## src/rtl/adder_eval_pkg.sv

```systemverilog
// adder_eval_pkg: shared FSM state type, default sizes and saturating add for adder_error_monitor.
package adder_eval_pkg;
  typedef enum logic [1:0] {IDLE, RUN, DRAIN, DONE} state_e;
  localparam int DEF_WIDTH = 16;
  localparam int DEF_CNT_W = 32;
  localparam int DEF_ACC_W = 48;
  localparam int SAT_W = 128;
  // Operands are zero-extended into a wide domain so the sum never wraps before clamping.
  function automatic logic [SAT_W-1:0] sat_add(input logic [SAT_W-1:0] x, input logic [SAT_W-1:0] y, input int w);
    logic [SAT_W-1:0] lim;
    logic [SAT_W-1:0] s;
    lim = (SAT_W'(1) << w) - SAT_W'(1);
    s = x + y;
    return s > lim ? lim : s;
  endfunction
endpackage

```

## src/rtl/err_stat_acc.sv

```systemverilog
// err_stat_acc: stage-2 abs error and saturating statistics; ADDER_ERR_SQ_EN adds a squared-error accumulator.
module err_stat_acc
  import adder_eval_pkg::*;
#(
  parameter int WIDTH = DEF_WIDTH,
  parameter int CNT_W = DEF_CNT_W,
  parameter int ACC_W = DEF_ACC_W
) (
  input  logic             clk,
  input  logic             clr,
  input  logic             valid,
  input  logic [WIDTH:0]   exact,
  input  logic [WIDTH:0]   approx,
  output logic [CNT_W-1:0] sample_count,
  output logic [CNT_W-1:0] err_count,
  output logic [ACC_W-1:0] sum_abs_err,
  output logic [WIDTH:0]   max_abs_err
`ifdef ADDER_ERR_SQ_EN
  ,
  output logic [2*ACC_W-1:0] sum_sq_err
`endif
);
  logic signed [WIDTH+1:0] diff;
  logic [WIDTH:0] abs_v;
  logic [CNT_W-1:0] sc_q, sc_d, ec_q, ec_d;
  logic [ACC_W-1:0] sa_q, sa_d;
  logic [WIDTH:0] mx_q, mx_d;
  assign diff = $signed({1'b0, approx}) - $signed({1'b0, exact});
  assign abs_v = (WIDTH+1)'(diff[WIDTH+1] ? -diff : diff);
  always_comb begin
    sc_d = valid ? CNT_W'(sat_add(SAT_W'(sc_q), SAT_W'(1), CNT_W)) : sc_q;
    ec_d = valid && abs_v != '0 ? CNT_W'(sat_add(SAT_W'(ec_q), SAT_W'(1), CNT_W)) : ec_q;
    sa_d = valid ? ACC_W'(sat_add(SAT_W'(sa_q), SAT_W'(abs_v), ACC_W)) : sa_q;
    mx_d = valid && abs_v > mx_q ? abs_v : mx_q;
  end
  always_ff @(posedge clk) begin
    sc_q <= clr ? '0 : sc_d;
    ec_q <= clr ? '0 : ec_d;
    sa_q <= clr ? '0 : sa_d;
    mx_q <= clr ? '0 : mx_d;
  end
  assign sample_count = sc_q;
  assign err_count = ec_q;
  assign sum_abs_err = sa_q;
  assign max_abs_err = mx_q;
`ifdef ADDER_ERR_SQ_EN
  logic [2*WIDTH+1:0] sq;
  logic [2*ACC_W-1:0] sq_q, sq_d;
  assign sq = {{(WIDTH+1){1'b0}}, abs_v} * {{(WIDTH+1){1'b0}}, abs_v};
  assign sq_d = valid ? (2*ACC_W)'(sat_add(SAT_W'(sq_q), SAT_W'(sq), 2*ACC_W)) : sq_q;
  always_ff @(posedge clk) begin
    sq_q <= clr ? '0 : sq_d;
  end
  assign sum_sq_err = sq_q;
`endif
endmodule

```

## src/rtl/adder_error_monitor.sv

```systemverilog
// adder_error_monitor: run control and stage 1 for approximate-adder error statistics; ADDER_ERR_SQ_EN adds sum_sq_err.
module adder_error_monitor
  import adder_eval_pkg::*;
#(
  parameter int WIDTH = DEF_WIDTH,
  parameter int CNT_W = DEF_CNT_W,
  parameter int ACC_W = DEF_ACC_W
) (
  input  logic             clk,
  input  logic             rst,
  input  logic             start,
  input  logic             clear,
  input  logic [CNT_W-1:0] cfg_num_samples,
  input  logic             in_valid,
  output logic             in_ready,
  input  logic [WIDTH-1:0] a,
  input  logic [WIDTH-1:0] b,
  input  logic [WIDTH:0]   approx_sum,
  output logic             busy,
  output logic             res_valid,
  input  logic             res_ready,
  output logic [CNT_W-1:0] sample_count,
  output logic [CNT_W-1:0] err_count,
  output logic [ACC_W-1:0] sum_abs_err,
  output logic [WIDTH:0]   max_abs_err
`ifdef ADDER_ERR_SQ_EN
  ,
  output logic [2*ACC_W-1:0] sum_sq_err
`endif
);
  state_e state_q, state_d;
  logic [CNT_W-1:0] tgt_q, tgt_d, acc_q, acc_d;
  logic s1_v_q;
  logic [WIDTH:0] s1_exact_q, s1_approx_q;
  logic accept, launch;
  assign in_ready = state_q == RUN;
  assign busy = state_q == RUN || state_q == DRAIN;
  assign res_valid = state_q == DONE;
  assign accept = in_valid && in_ready;
  assign launch = start && state_q == IDLE && !clear;
  always_comb begin
    state_d = state_q;
    tgt_d = launch ? cfg_num_samples : tgt_q;
    acc_d = launch ? '0 : acc_q + CNT_W'(accept);
    case (state_q)
      IDLE:  state_d = !launch ? IDLE : cfg_num_samples == '0 ? DRAIN : RUN;
      RUN:   state_d = accept && acc_q == tgt_q - CNT_W'(1) ? DRAIN : RUN;
      DRAIN: state_d = s1_v_q ? DRAIN : DONE;
      DONE:  state_d = res_ready ? IDLE : DONE;
      default: state_d = IDLE;
    endcase
    if (clear) state_d = IDLE;
  end
  always_ff @(posedge clk) begin
    state_q <= rst ? IDLE : state_d;
    tgt_q <= rst ? '0 : tgt_d;
    acc_q <= rst || clear ? '0 : acc_d;
    s1_v_q <= !(rst || clear) && accept;
    s1_exact_q <= {1'b0, a} + {1'b0, b};
    s1_approx_q <= approx_sum;
  end
  err_stat_acc #(.WIDTH(WIDTH), .CNT_W(CNT_W), .ACC_W(ACC_W)) u_acc (
    .clk(clk),
    .clr(rst || clear || launch),
    .valid(s1_v_q),
    .exact(s1_exact_q),
    .approx(s1_approx_q),
    .sample_count(sample_count),
    .err_count(err_count),
    .sum_abs_err(sum_abs_err),
    .max_abs_err(max_abs_err)
`ifdef ADDER_ERR_SQ_EN
    ,
    .sum_sq_err(sum_sq_err)
`endif
  );
endmodule

```

## config.mk

```make
export PLATFORM = sky130hd
export DESIGN_NAME = adder_error_monitor
export DESIGN_NICKNAME = d
export VERILOG_FILES = /design/src/rtl/adder_eval_pkg.sv /design/src/rtl/err_stat_acc.sv /design/src/rtl/adder_error_monitor.sv
export SDC_FILE = /design/constraint.sdc
export NUM_CORES = 1
export LEC_CHECK = 0
export CAP_MARGIN = 20
export CORE_UTILIZATION = 55
export CTS_CLUSTER_SIZE = 25
export DETAILED_ROUTE_END_ITERATION = 16
export GPL_TIMING_DRIVEN = 0
export PLACE_DENSITY = 0.85
export SYNTH_ARGS = -nofsm -noshare
export SYNTH_HDL_FRONTEND = slang
export SYNTH_SLANG_ARGS = --single-unit
```

## constraint.sdc

```tcl
create_clock -name clk -period 12.76 [get_ports clk]
set_input_delay 2.552 -clock clk [delete_from_list [all_inputs] [get_ports clk]]
set_output_delay 2.552 -clock clk [all_outputs]
set_load 0.02 [all_outputs]
```

# Yosys cells after proc, flatten, opt, wreduce, memory -nomap -nowiden
# Cells that the tools add are included.
dict set report totals {
  reg_bits 230
  input_bits 87
  out_inout_bits 132
  wordCells 53
}
dict set report op_classes {
  n_addsub 8
  n_lt_le_gt_ge 4
  eq_ne 4
  mux 10
  reduce_logical 17
}
# operator n
set ops {}
lappend ops {{$add 32x1->33 const B} 2}
lappend ops {{$gt 33x32->1 const B} 2}
lappend ops {{$mux 32} 2}
lappend ops {{$add 48x17->49} 1}
lappend ops {{$gt 49x48->1 const B} 1}
lappend ops {{$mux 48} 1}
lappend ops {{$add 32x1->32} 1}
lappend ops {{$eq 32x32->1} 1}
lappend ops {{$logic_not 32->1} 1}
lappend ops {{$sub 32x1->32 const B} 1}
lappend ops {{$sub 17x17->18} 1}
lappend ops {{$add 16x16->17} 1}
lappend ops {{$gt 17x17->1} 1}
lappend ops {{$mux 17} 1}
lappend ops {{$neg 17->17} 1}
lappend ops {{$reduce_bool 17->1} 1}
lappend ops {{$mux 2} 4}
lappend ops {{$pmux 2 s4} 1}
lappend ops {{$logic_and 1x1->1} 7}
lappend ops {{$eq 2x2->1 const B} 2}
lappend ops {{$reduce_or 2->1} 2}
lappend ops {{$logic_or 1x1->1} 3}
lappend ops {{$eq 2x1->1 const B} 1}
lappend ops {{$logic_not 1->1} 2}
lappend ops {{other kinds (2)} 2}

# Longest topological paths before layout
dict set report depth {
  word_depth 6
  depth_mapped 28
}

# Modules after synthesis
# A second synthesis with hierarchy kept.
dict set report hier_totals {
  hier_cells 1861
  area_unflattened_um2 14721.6
}
# mod instances cells_each area_each_um2
set by_module_without_submodules {}
lappend by_module_without_submodules {err_stat_acc 1 1237 9492.9}
lappend by_module_without_submodules {adder_error_monitor 1 624 5228.8}

# Least setup slack after synthesis
# OpenSTA, ideal clock, no wires.
dict set report synth_path {
  kind {register to register}
  startpoint {reg s1_approx_q[0]}
  endpoint {reg u_acc.sa_q[36] (netlist: u_acc.sum_abs_err[36])}
  setup_ps 91
  arrival_time_ps 4899
  required_time_ps 12669
  setup_slack_ps 7770
  stages_incl_launch_ff 22
  period_less_slack_ps 4990
  cell_sequence {dfxtp_1 > inv_1 > ha_1 > fa_1 > xor2_1 > nand3_1 > nor3_1 > nand4_1 > or3_1 > o21ai_0 > xnor2_1 > ha_1 > and4_1 > and2_1 > a21boi_0 > nand4_1 > and3_1 > clkbuf_1 > and3_1 > clkbuf_1 > and2_1 > a311oi_1}
}
dict set report synth_between {
  elab_chain_cells 6
}
# element line
set synth_lines {}
lappend synth_lines {{start, declared} adder_error_monitor.sv:34} ;# logic [WIDTH:0] s1_exact_q, s1_approx_q;
lappend synth_lines {{start signal, assigned} adder_error_monitor.sv:60} ;# s1_approx_q <= approx_sum;
lappend synth_lines {{$sub 17x17->18 (*)} err_stat_acc.sv:28} ;# assign diff = $signed({1'b0, approx}) - $signed({1'b0, exact});
lappend synth_lines {{$neg 17->17} err_stat_acc.sv:29} ;# assign abs_v = (WIDTH+1)'(diff[WIDTH+1] ? -diff : diff);
lappend synth_lines {{$mux 17 (*)} err_stat_acc.sv:29}
lappend synth_lines {{named net u_acc.abs_v[11]} err_stat_acc.sv:24} ;# logic [WIDTH:0] abs_v;
lappend synth_lines {{$add 48x17->49 (*)} adder_eval_pkg.sv:13} ;# s = x + y;
lappend synth_lines {{$gt 49x48->1} adder_eval_pkg.sv:14} ;# return s > lim ? lim : s;
lappend synth_lines {{$mux 48 (*)} adder_eval_pkg.sv:14}
lappend synth_lines {{end signal, assigned} err_stat_acc.sv:39} ;# sa_q <= clr ? '0 : sa_d;
lappend synth_lines {{end, declared} err_stat_acc.sv:26} ;# logic [ACC_W-1:0] sa_q, sa_d;
# Mark *: on every way through the listed nets, which the timed path passes. The rest lies on a longest branch.
# A chain may end at the register's enable or synchronous reset.

# Worst setup path in the final report
dict set report layout_path {
  startpoint {reg s1_exact_q[8]}
  endpoint {reg u_acc.sa_q[34] (netlist: u_acc.sum_abs_err[34])}
}
# element line
set layout_lines {}
lappend layout_lines {{start, declared} adder_error_monitor.sv:34}
lappend layout_lines {{start signal, assigned} adder_error_monitor.sv:59} ;# s1_exact_q <= {1'b0, a} + {1'b0, b};
lappend layout_lines {{$sub 17x17->18 (*)} err_stat_acc.sv:28}
lappend layout_lines {{$mux 17 (*)} err_stat_acc.sv:29}
lappend layout_lines {{named net u_acc.abs_v[1]} err_stat_acc.sv:24}
lappend layout_lines {{$add 48x17->49 (*)} adder_eval_pkg.sv:13}
lappend layout_lines {{$gt 49x48->1} adder_eval_pkg.sv:14}
lappend layout_lines {{$mux 48 (*)} adder_eval_pkg.sv:14}
# Marks and branches as above.

==> out/results.txt <==
The tools report the Yosys warning count as 0. The final weighted congestion in routability-driven placement is 0.935, and the post-CTS resize count is 0. Summing the sequential cell areas from Yosys gives 32.3% of the chip area. The run gives 0.0265 mm² as the full die area. The most numerous cell type found on the critical path is sky130_fd_sc_hd__clkbuf_1.

The count of different cell masters after synthesis came out at 79. TritonCTS built the clock tree. STA classifies the critical path endpoint as a flip-flop. When the netlist entered floorplanning its net count stood at 1,967. Setup violations remaining at the end of the flow were counted as 0. The run finished with clean final reports.

The initial utilization of the core area, before any placement, comes to 56.4%. STA puts the critical path data required time at 13.25 ns. The number of buffers added on ports came out at 217. The via count of the first global-routing pass is 13,649. Total length of routed wires: 41,400 µm. The largest single stage delay on the critical path is 0.53 ns.

Summing all non-filler instances in the final layout gives an area of 0.0177 mm². Fill cells in the final layout number 2,047. The detail route stage leaves a number of antenna-violating nets equal to 0. The post-layout utilization of the core is 70.3%.

Hold is met by 0.481 ns. The run gives 0 as the count of max-cap constraint violations. The number of hold-slack violations in the final timing report was 0. Setup repair after global routing left no endpoint under its margin. The highest clock rate is 0.156 GHz, and the sum of internal, switching and leakage power is 2.23 mW. Relative to the synthesized area, the layout overhead comes to 24.7%. Final cycle utilization of the critical path: 50.3%. The slew at the pin closest to its max-slew limit was 0.917 ns; the static leakage was 6.45 nW. Once detailed placement completed, the half-perimeter wirelength came to 30,900 µm. In the final timing run, aggregate negative setup slack is 0 ns.

The commonest non-fill, non-tap cell in the layout is sky130_fd_sc_hd__dfxtp_1. The top cell types in the final layout, fill and taps aside, are 230 x sky130_fd_sc_hd__dfxtp_1, 217 x sky130_fd_sc_hd__clkdlybuf4s50_1, 184 x sky130_fd_sc_hd__nand2_1. For this run, design rule violations remaining after detail routing come to 0. The kind of path behind the tightest hold check is flip-flop to flip-flop.

Clock-pin slew was measured on the worst setup and hold paths at 0.06 ns. Final number of max-transition violations: 0. The critical path is of the flip-flop to flip-flop type.

Category of cells accounting for the largest share of critical-path delay: compound AO/OA/AOI/OAI gates. Via count normalized by instance count: 6.10. Buffers inserted during clock tree synthesis total 26. The tools report the largest net degree at the start of global routing as 15.

The master of the slowest instance on the critical path was sky130_fd_sc_hd__o21ai_0. The number of placed I/O pins is 219. Once placement finished, the instance area stood at 0.0168 mm².

Counting every instance in the synthesized netlist gives 1,796. The flip-flop and latch count after synthesis works out to 230. In the synthesized netlist the dominant register cell turns out to be sky130_fd_sc_hd__dfxtp_1. The relative slew slack is 38.5%. The tools report the worst path arrival time as 6.90 ns. The fraction of layout instances using a drive strength above 1 is 3.40%. STA classifies the critical path startpoint as a flip-flop.

The remaining global-route overflow is 0, and the detailed-routing iteration count for the pre-antenna-repair pass is 7. The floorplan step set the die width to 163 µm. Number of levels the H-tree was split into: 1.

The mapped netlist covers 0.0142 mm². The initial antenna violation count is 0, and the mean cell area of the mapped netlist is 7.93 µm². The share of flip-flops with an asynchronous set or reset works out to 0%. The clock latency at the later pin of the worst-skew pair was 0.54 ns; the row count was 58. The overall fraction of global-route tracks in use is 30.7%. The final layout contains 2,212 nets. The maximum clock skew at final layout was 0.0168 ns. Dividing the detail-routed wire length by the instance count gives 17.3 µm. For this design the ratio of total power to cell area is 126 mW/mm². The logs give 0.109 mV for the peak supply drop and 0 for the antenna diode count.

The violation count after the first detailed-routing iteration came out at 1,548. In this run, post-CTS hold repair placed 0 buffers. For the total clock sinks, the log shows 230. Along the worst path, the maximum fanout reaches 10.

The first global-routing pass estimated 66,700 µm of wire. The total buffers and inverters traversed by the critical path is 7. The run gives 3 as the maximum clock insertion buffer count. The time the worst path needs with I/O delays and setup is 6.42 ns, and the area inside the core boundary is 0.0253 mm².

The cell sitting at the root of the clock tree is a sky130_fd_sc_hd__clkbuf_16. Across all layers, the routed design uses 14,561 vias. From bottom edge to top edge, the die measures 163 µm. The number of setup buffers added after CTS is 0. In this run, synthesis inferred 0 flip-flops with an integrated enable.
-- final timing paths --
kind                              start                            endpoint  slack (ns)  depth (start not counted)
setup / recovery  s1_exact_q[8]$_DFF_P_  u_acc.sum_abs_err[34]$_SDFFE_PP0P_        6.34                         27
hold / removal    tgt_q[7]$_SDFFE_PP0P_               tgt_q[7]$_SDFFE_PP0P_        0.48                          2
setup reg to reg  s1_exact_q[8]$_DFF_P_  u_acc.sum_abs_err[34]$_SDFFE_PP0P_        6.34                         27
hold reg to reg   tgt_q[7]$_SDFFE_PP0P_               tgt_q[7]$_SDFFE_PP0P_        0.48                          2
-- stage by stage --
stage                     setup slack, ns  std cells
after floorplan                      7.77       1796
after global placement               6.62       2343
after detailed placement             6.42       2343
after CTS                            6.40       2388
after global routing                 5.85       2388
final                                6.34       2388
-- area by class of cell --
type	instances	area, µm²	area share [%]
Clock inverter	11	189	1.06
Inverter	77	289	1.63
Buffer	90	355	2.00
Sequential cell	230	4600	25.9
Tap cell	330	413	2.33
Timing Repair Buffer	217	2170	12.2
Multi-Input combinational cell	1399	8980	50.6
Clock buffer	34	742	4.18
-- power breakdown --
| part | leakage, nW | switching (mW) | internal, mW | total, mW |
|---|---|---|---|---|
| combinational | 4.13 | 0.386 | 0.284 | 0.670 |
| clock | 0.452 | 0.306 | 0.508 | 0.814 |
| sequential | 1.87 | 0.0102 | 0.737 | 0.747 |
| total | 6.45 | 0.702 | 1.53 | 2.23 |
-- state kept, by name, indices dropped and copies added, names as in the netlist --
name,cells
s1_v_q,1
state_q,2
s1_exact_q,17
u_acc.sum_abs_err,48
u_acc.max_abs_err,17
u_acc.sample_count,32
u_acc.err_count,32
s1_approx_q,17
acc_q,32
tgt_q,32
-- kinds of logic after synthesis --
family | Yosys count | synth area share, %
AOI/OAI and AO/OA | 470 | 21.7
adders and majority gates | 84 | 7.54
DFF | 230 | 32.3
muxes | 24 | 1.69
xor gates and xnor gates | 133 | 8.18
buffers and inverters | 167 | 4.53
and+or+nand+nor | 688 | 24.0
-- worst reg2reg max path, cell delays in order (launching register included) --
cell and delay (ns):
sky130_fd_sc_hd__dfxtp_1 0.30, sky130_fd_sc_hd__inv_1 0.04, sky130_fd_sc_hd__ha_1 0.28, sky130_fd_sc_hd__clkbuf_1 0.38, sky130_fd_sc_hd__and4_1 0.27, sky130_fd_sc_hd__nand3_1 0.09
sky130_fd_sc_hd__a311oi_1 0.33, sky130_fd_sc_hd__a21o_1 0.15, sky130_fd_sc_hd__o22ai_1 0.13, sky130_fd_sc_hd__clkbuf_1 0.26, sky130_fd_sc_hd__clkbuf_1 0.28, sky130_fd_sc_hd__o21ai_0 0.54
sky130_fd_sc_hd__inv_1 0.19, sky130_fd_sc_hd__fa_1 0.47, sky130_fd_sc_hd__nor2b_1 0.13, sky130_fd_sc_hd__o21ai_0 0.11, sky130_fd_sc_hd__a21oi_1 0.19, sky130_fd_sc_hd__o21ai_0 0.13
sky130_fd_sc_hd__a21boi_0 0.26, sky130_fd_sc_hd__o211ai_1 0.17, sky130_fd_sc_hd__nand4_1 0.13, sky130_fd_sc_hd__and3_1 0.15, sky130_fd_sc_hd__clkbuf_1 0.31, sky130_fd_sc_hd__and3_1 0.21
sky130_fd_sc_hd__clkbuf_1 0.35, sky130_fd_sc_hd__nand3_1 0.17, sky130_fd_sc_hd__a211oi_1 0.24, sky130_fd_sc_hd__a31o_2 0.13
-- cell usage after synthesis (16+ instances only) --
| cell type | number | area [µm²] |
|---|---|---|
| sky130_fd_sc_hd__a211oi_1 | 27 | 203 |
| sky130_fd_sc_hd__a21o_1 | 21 | 158 |
| sky130_fd_sc_hd__a21oi_1 | 131 | 656 |
| sky130_fd_sc_hd__a311oi_1 | 43 | 377 |
| sky130_fd_sc_hd__a31oi_1 | 58 | 363 |
| sky130_fd_sc_hd__and2_1 | 24 | 150 |
| sky130_fd_sc_hd__and3_1 | 46 | 288 |
| sky130_fd_sc_hd__clkbuf_1 | 82 | 308 |
| sky130_fd_sc_hd__dfxtp_1 | 230 | 4600 |
| sky130_fd_sc_hd__ha_1 | 81 | 1010 |
| sky130_fd_sc_hd__inv_1 | 77 | 289 |
| sky130_fd_sc_hd__mux2i_1 | 24 | 240 |
| sky130_fd_sc_hd__nand2_1 | 184 | 691 |
| sky130_fd_sc_hd__nand3_1 | 67 | 335 |
| sky130_fd_sc_hd__nand4_1 | 31 | 194 |
| sky130_fd_sc_hd__nor2_1 | 160 | 601 |
| sky130_fd_sc_hd__nor2b_1 | 18 | 113 |
| sky130_fd_sc_hd__nor3_1 | 45 | 225 |
| sky130_fd_sc_hd__nor4_1 | 28 | 175 |
| sky130_fd_sc_hd__o21a_1 | 16 | 120 |
| sky130_fd_sc_hd__o21ai_0 | 81 | 405 |
| sky130_fd_sc_hd__or3_1 | 16 | 100 |
| sky130_fd_sc_hd__xnor2_1 | 79 | 692 |
| sky130_fd_sc_hd__xor2_1 | 54 | 473 |
-- per-layer routing --
layer	routed length, µm	global-route usage (%)
met1	16800	37.6
met2	20000	53.6
met3	3300	5.07
met4	1360	11.6
met5	0	0
(Power assumes the default switching activity.)
==> variant (same flow settings) <==
Encoding of `state_e`: now Gray code (2 bits for 4 states).
--- a/src/rtl/adder_eval_pkg.sv
+++ b/src/rtl/adder_eval_pkg.sv
@@ -1,5 +1,5 @@
 // adder_eval_pkg: shared FSM state type, default sizes and saturating add for adder_error_monitor.
 package adder_eval_pkg;
-  typedef enum logic [1:0] {IDLE, RUN, DRAIN, DONE} state_e;
+  typedef enum logic [1:0] {IDLE = 2'b00, RUN = 2'b01, DRAIN = 2'b11, DONE = 2'b10} state_e;
   localparam int DEF_WIDTH = 16;
   localparam int DEF_CNT_W = 32;
Check against the original RTL: no difference found for any inputs over 4 cycles, from zero or initial values and one cycle with rst high; so few cycles prove little.
==> variant against the unedited design <==
  * Clock skew decreased by 0.0066 ns
  * Critical path depth shrank 5
  * Combinational power up 13%
  * First-iteration DRC count grew 18%
  * Final area about the same
  * Total power shrank 0.76%
  * Area after synthesis up 0.91%
  * Clock power down 13%
  * Setup slack got worse by 0.44 ns
  * Non-clock buffer count is 3 lower
  * Routed wire length grew 7.6%
  * Highest routed layer unchanged
  * Sequential cell count unchanged
  * Critical endpoint is now u_acc.max_abs_err[2]
  * Largest power group is now combinational cells
==> variant: results (changes against the unedited design) <==
### Global route
• 0.3292 — Total Routing Usage GR, +0.02230
• 71420 um — wire length of the first global-routing pass, +7.2%
• 0.5343 — met2 track demand over resource in global routing, -0.001693
• 13980 — vias in the first global route, +2.5%
• 0.4429 — met1 demand-to-capacity share in global routing, +0.06731
• 0 — number of antenna violations at the first check in global routing, unchanged
• 0.04926 — fraction of met3 tracks used by global routing, -0.001411

### Final layout
• 2048 — fill cell count, +0.049%
• 2249 — final net count, +1.7%
• 0.03859 — share of final-layout standard cells stronger than drive strength 1, +0.004576
• 23.62% — area added between synthesis and finish
• 0 — Antenna Cells, unchanged
• 2429 — post-layout instance count excluding filler cells, +1.7%

### Placed design
• 16960 um^2 — post-detailed-placement cell area, +0.83%
• 33720 um — detailed placement HPWL, +9.0%
• 217 — count of buffers inserted at the top-level ports, unchanged
• 6.140 ns — worst setup timing slack at the placement stage, -0.2841 ns

### Logic synthesis
• 86 — Unique masters post-synth, +8.9%
• 0.07126 — parity-gate share of the synthesized area counting xor and xnor cells, -0.01058
• dfxtp_1 (32%), ha_1 (6.7%), a21oi_1 (4.9%) — Synth area leaders
• 0.07126 — post-synthesis adder-cell area fraction, -0.004161
• 0.2352 — complex-gate fraction of the synthesized area, +0.01818
• 0.3206 — sequential-to-total area share from yosys stat, -0.002903
• 1836 — Cells after Synth, +2.2%
• 0.009060 — mux cell area share after synthesis, -0.007818

### Status
• complete, no violations — run status

### Setup path
• 7.23 ns — worst path arrival time, +0.33 ns
• 22 — number of cells traversed by the worst register-to-register path, -19%
• buffers and inverters — cell type group with the largest total delay on the critical path
• 0.56 ns — CP max stage delay, +0.03 ns
• 11 — critical path peak fanout, +1
• or4_1 — cell with the biggest individual delay on the critical path

### Detailed routing
• 44520 um — DRT Wirelength, +7.6%
• 20030 um — total met2 wirelength after detailed routing, +0.36%
• 8 — number of optimization iterations in the first detailed-route pass, +1
• 3945 um — met3 wirelength from detailed routing, +19%
• 6.212 — via count normalized by instance count, +1.9%
• 19290 um — routed metal-1 wire length, +15%

### Timing
• 0.01020 ns — Setup Skew, -0.006564 ns
• 0.3128 — Max-Slew Margin vs Limit, -0.07177
• 6.855 ns — post-layout minimum cycle time, +0.4394 ns

### Pwr
• 1.434 mW — total internal power, -6.2%
• 0.08805 mV — Max VDD drop, -19%
• 0.759 mW — power of the combinational group, +13%
• 0.706 mW — Clock Power, -13%
• 6.399 nW — leakage dissipation, -0.84%

### Clocking
• 25 — clock buffers created by TritonCTS, -3.8%

-- variant: cell types whose count changed after synthesis, sizes merged, moves of 8 or more --
cell and change:
a211oi +30, or3 +13, o21ai +16, a21oi +11
o31ai +19, nor3 +13, nor2 +9, a311oi -15
a31oi -19, inv +8, mux2i -11, xnor2 -11
clkbuf -11
-- variant: path summary, 6_finish.rpt --
| check | end | slack (ns) | start |
|---|---|---|---|
| min | u_acc.max_abs_err[14] | 0.49 | u_acc.max_abs_err[14] |
| max reg2reg | u_acc.max_abs_err[2] | 5.90 | s1_approx_q[0] |
| max | u_acc.max_abs_err[2] | 5.90 | s1_approx_q[0] |
| min reg2reg | u_acc.max_abs_err[14] | 0.49 | u_acc.max_abs_err[14] |
-- variant: final cells by class --
type	count	area, um^2	area share
repair buffers	219	2187	0.1232
clock inverters	12	100.1	0.005638
well taps	330	412.9	0.02326
flip-flops and latches	230	4604	0.2593
clock buffers	32	691.9	0.03897
plain buffers	85	341.6	0.01924
inverters	85	319.1	0.01797
multi-input cells	1436	9097	0.5124
